===== config.mk =====
export PLATFORM = sky130hd
export DESIGN_NAME = sim_sequencer
export DESIGN_NICKNAME = d
export VERILOG_FILES = /design/src/rtl/sim_sequencer.sv
export SDC_FILE = /design/constraint.sdc
export NUM_CORES = 1
export LEC_CHECK = 0
export BUFFER_PORTS_ARGS = -buffer_cell sky130_fd_sc_hd__buf_2
export CAP_MARGIN = 20
export CORE_ASPECT_RATIO = 0.75
export CORE_MARGIN = 4
export CORE_UTILIZATION = 50
export CTS_BUF_LIST = sky130_fd_sc_hd__clkbuf_8 sky130_fd_sc_hd__clkbuf_16
export CTS_CLUSTER_DIAMETER = 200
export DETAILED_ROUTE_END_ITERATION = 7
export GPL_ROUTABILITY_DRIVEN = 1
export PLACE_DENSITY = 0.75
export SYNTH_ARGS = -nofsm -noshare
export SYNTH_HDL_FRONTEND = slang
export SYNTH_SLANG_ARGS = --single-unit

===== constraint.sdc =====
create_clock -name clk -period 2.6 [get_ports clk]
set_input_delay 0.52 -clock clk [delete_from_list [all_inputs] [get_ports clk]]
set_output_delay 0.52 -clock clk [all_outputs]
set_load 0.005 [all_outputs]

===== src/rtl/sim_sequencer.sv =====
// -----------------------------------------------------------------------------
// SimSequencer: drives a simulated clock made of NUM_PHASES sub-cycle phases.
// A launched run advances one phase per clock until the number of completed
// cycles reaches a limit latched at launch. The run can be paused, single-stepped
// one phase at a time, resumed, or aborted back to IDLE.
//
// Ports
//   clk           : single clock, all logic on the rising edge
//   reset         : synchronous active-high reset
//   start         : launch from IDLE/DONE, resume from PAUSE
//   pause         : suspend a running simulation
//   step          : advance exactly one phase while paused
//   abort         : return to IDLE from any state
//   max_cycles    : cycle limit, latched only when a launch is accepted
//   state         : IDLE=00, RUN=01, PAUSE=10, DONE=11
//   current_cycle : number of completed simulated cycles
//   phase         : current phase, 0..NUM_PHASES-1
//   cycle_tick    : one-clock pulse on each cycle completion
//   done          : one-clock pulse on entry to DONE
// -----------------------------------------------------------------------------
module sim_sequencer #(
  parameter int CYCLE_WIDTH = 8,
  parameter int NUM_PHASES  = 4,
  parameter int PHASE_WIDTH = 2
) (
  input  logic                   clk,
  input  logic                   reset,
  input  logic                   start,
  input  logic                   pause,
  input  logic                   step,
  input  logic                   abort,
  input  logic [CYCLE_WIDTH-1:0] max_cycles,
  output logic [1:0]             state,
  output logic [CYCLE_WIDTH-1:0] current_cycle,
  output logic [PHASE_WIDTH-1:0] phase,
  output logic                   cycle_tick,
  output logic                   done
);

  typedef enum logic [1:0] {
    IDLE  = 2'b00,
    RUN   = 2'b01,
    PAUSE = 2'b10,
    DONE  = 2'b11
  } state_t;

  localparam logic [PHASE_WIDTH-1:0] LAST_PHASE = PHASE_WIDTH'(NUM_PHASES - 1);

  state_t                 r_state;
  logic [CYCLE_WIDTH-1:0] r_cycle;
  logic [PHASE_WIDTH-1:0] r_phase;
  logic [CYCLE_WIDTH-1:0] r_limit;
  logic                   r_cycleTick;
  logic                   r_done;

  logic [PHASE_WIDTH-1:0] w_advPhase;
  logic [CYCLE_WIDTH-1:0] w_advCycle;
  logic                   w_advTick;
  logic                   w_advDone;

  // Result of one phase advance from the current counters. The limit is
  // never zero while an advance can happen (RUN/PAUSE), and the cycle count
  // is always below the limit there, so the increment cannot wrap.
  always_comb begin
    w_advPhase = r_phase + PHASE_WIDTH'(1);
    w_advCycle = r_cycle;
    w_advTick  = 1'b0;
    w_advDone  = 1'b0;
    if (r_phase == LAST_PHASE) begin
      w_advPhase = '0;
      w_advCycle = r_cycle + CYCLE_WIDTH'(1);
      w_advTick  = 1'b1;
      w_advDone  = ((r_cycle + CYCLE_WIDTH'(1)) == r_limit);
    end
  end

  // Control FSM with registered outputs. Pulses default low every edge and
  // are raised only by the event that owns them. Priority of the controls is
  // reset, abort, then the per-state handling of start/pause/step.
  always_ff @(posedge clk) begin
    r_cycleTick <= 1'b0;
    r_done      <= 1'b0;
    if (reset) begin
      r_state <= IDLE;
      r_cycle <= '0;
      r_phase <= '0;
      r_limit <= '0;
    end else if (abort) begin
      r_state <= IDLE;
      r_cycle <= '0;
      r_phase <= '0;
    end else begin
      case (r_state)
        IDLE, DONE: begin
          if (start) begin
            r_cycle <= '0;
            r_phase <= '0;
            r_limit <= max_cycles;
            if (max_cycles == '0) begin
              r_state <= DONE;
              r_done  <= 1'b1;
            end else begin
              r_state <= RUN;
            end
          end
        end
        RUN: begin
          // start is meaningless while running, so pause is honoured.
          if (pause) begin
            r_state <= PAUSE;
          end else begin
            r_phase     <= w_advPhase;
            r_cycle     <= w_advCycle;
            r_cycleTick <= w_advTick;
            if (w_advDone) begin
              r_state <= DONE;
              r_done  <= 1'b1;
            end
          end
        end
        PAUSE: begin
          // Resume wins over a simultaneous step: no advance on that edge.
          if (start) begin
            r_state <= RUN;
          end else if (step) begin
            r_phase     <= w_advPhase;
            r_cycle     <= w_advCycle;
            r_cycleTick <= w_advTick;
            if (w_advDone) begin
              r_state <= DONE;
              r_done  <= 1'b1;
            end
          end
        end
        default: begin
          r_state <= IDLE;
        end
      endcase
    end
  end

  assign state         = r_state;
  assign current_cycle = r_cycle;
  assign phase         = r_phase;
  assign cycle_tick    = r_cycleTick;
  assign done          = r_done;

endmodule


==> results.cfg <==
[detailed_routing]
first_iter_violations = 63
dr.pass1.iters = 4
drt_wl_total_um = 2890
wl_per_cell_um = 14.0
vias = 1139
drt-vias-per-instance = 5.53
drcViolationCount = 0
drtAntennaViolNets = 0

[timing]
period_share = 0.890
fmax_mhz = 432
finalHoldViolations = 0
slew_headroom = 0.680
setup_viol = 0
setup_tns_ps = 0
drv_slew = 0
worstMarginPinSlew_ps = 479
skew_ps = 7.61
rsz0062_at_grt = false
post-route-min-period_ps = 2310

[die]
chipHeight_um = 51.2
coreArea_um2 = 2330
die-area_um2 = 3360
die_w_um = 65.6
ios = 28
start_util = 0.534
rows = 15

[yosys]
synth-main-ff-cell = dfxtp_1
yosysSeqAreaShare = 0.354
ys_ff_latch = 22
ys_top_cells_by_area = dfxtp_1 (35%), mux2i_1 (7.2%), xor2_1 (4.9%), nor2_1 (4.5%), a21oi_1 (4.0%)
avgSynthCellArea_um2 = 8.52
yosysUniqueCellTypes = 43
netlist.area_leader.share = 0.354
synth_top_area_cell = dfxtp_1
synth_common_cells = dfxtp_1 (22), nor2_1 (15), a21oi_1 (10), mux2i_1 (9), xor2_1 (7)
syn_nets = 164
synth-edff-count = 0
synthCells = 146
synthArstFlopShare = 0
synth.most_common_cell = dfxtp_1
ys_warn_count = 0
syn_area_um2 = 1240

[power_and_ir_drop]
ir_worst_vdd_mv = 0.253
p_leak_nw = 0.633
pwr_density_cell_nw_per_um2 = 435
power.total_w = 0.000630

[cts]
root_buffer = clkbuf_8
clock_latency_ps = 260
cts_tree = done
clkTransAtPathRegs_ps = 80
ctsResizeCount = 0
clockBufferDepth = 2
hold_buffers = 0
htreeDepth = 1
cts_sinks = 22
post_cts.repair.setup_buffers = 0
cts_buffers = 3

[layout]
area_delta_synth_final_pct = 16.5
multiInputGateArea_um2 = 759
drive_gt1_frac = 0.192
stdcell_count = 206
antenna_cells = 0
nets = 192
seqCellArea_um2 = 440
nFillCells = 231

[critical_path]
regToRegStartpoint = state[0]$_SDFFE_PP0P_
critPathKind = register to register
critPathLaunchType = register
path_max_fanout = 13
rrSetupSlack_ps = 290
ff2ff_path_depth = 8
timing.rr.end = current_cycle[4]$_SDFFE_PP0P_
critical_path_arrival_ps = 2450
required_ps = 2730
cp-end-kind = register

[place]
gp_congestion = 0.881
placed_cells = 203
hpwl_um = 2300
portBuffers = 27

[worst_hold_path]
hold_class = input port to register
min_from = max_cycles[4]
hold_end = r_limit[4]$_SDFFE_PP0P_
min_path_cells = 3

[global_routing]
grt_max_degree = 14
grt_pass1_vias = 1079
grt_pass1_wl_um = 4890
antenna_found_initial = 0
globalRouteOverflowTotal = 0
grt_usage = 0.189

[run_status]
outcome = completed

[flow_run]
maxCapViolCount = 0
## kinds of logic after synthesis
family / share of synthesized area
AOI/OAI and AO/OA: 0.189
xor gates and xnor gates: 0.0775
adders and majority gates: 0.0402
buffers and inverters: 0.0352
DFF: 0.354
muxes: 0.0724
and+or+nand+nor: 0.231
## power by group
part / switching, W / total (W) / leakage [nW] / internal [W]
logic: 0.0000401 / 0.0000752 / 0.433 / 0.0000351
clock network: 0.0000991 / 0.000202 / 0.0216 / 0.000103
registers: 0.00000762 / 0.000352 / 0.178 / 0.000345
## routing by layer
metal	global-route usage	share of wire
met5	0	0
met4	0.0379	0.0045
met3	0.0505	0.063
met2	0.281	0.42
met1	0.273	0.51
## how the worst max path moves through the flow
stage                             startpoint                       endpoint  slack (ps)
2_1_floorplan  current_cycle[0]$_SDFFE_PP0P_                done$_SDFF_PP0_         650
3_3_place_gp           state[0]$_SDFFE_PP0P_  current_cycle[5]$_SDFFE_PP0P_         470
3_5_place_dp           state[0]$_SDFFE_PP0P_  current_cycle[5]$_SDFFE_PP0P_         360
4_1_cts                state[0]$_SDFFE_PP0P_  current_cycle[4]$_SDFFE_PP0P_         340
5_1_grt                state[0]$_SDFFE_PP0P_  current_cycle[4]$_SDFFE_PP0P_         160
6_report               state[0]$_SDFFE_PP0P_  current_cycle[4]$_SDFFE_PP0P_         290
## stage by stage
| stage | util | area (µm²) | setup WS (ps) | hold WS [ps] |
|---|---|---|---|---|
| 2_1_floorplan | - | 1240 | 652 | 484 |
| 3_3_place_gp | 0.605 | 1410 | 474 | 505 |
| 3_5_place_dp | 0.605 | 1410 | 358 | 511 |
| 4_1_cts | 0.623 | 1450 | 340 | 508 |
| 5_1_grt | 0.623 | 1450 | 162 | 526 |
| 6_report | 0.623 | 1450 | 287 | 512 |
## state kept, by name, indices dropped and copies added, names as in the netlist
signal         count
current_cycle      8
r_limit            8
phase              2
state              2
cycle_tick         1
done               1
## layout by cell type, fill, tap and decap left out, types with 2 or more instances in the layout
master    count
nand2_1       5
o21ai_0       6
ha_1          4
nand3_1       2
o31ai_1       3
inv_1         6
xor2_1        7
xnor2_1       4
nand4_1       4
buf_2        27
clkbuf_8      3
mux2i_1       9
nor3b_1       2
nand3b_1      4
nor2b_1       4
dfxtp_1      22
nor2_1       15
o21ai_1       6
o21bai_1      2
nor3_1        2
a21oi_1      10
nand2b_1      3
## critical path: stages, from the launching register on
cell,delay [ps]
dfxtp_1,400
inv_1,60
ha_1,460
nor2b_1,210
a221o_1,350
o21bai_1,230
and2_1,240
o21ai_1,150
o31ai_1,80
## final cells by class
cell class / count / area share
Multi-Input combinational cell: 113 / 0.524
Sequential cell: 22 / 0.304
Timing Repair Buffer: 28 / 0.0984
Tap cell: 34 / 0.0294
Clock buffer: 3 / 0.0285
Inverter: 6 / 0.0155
(Power assumes the default switching activity.)
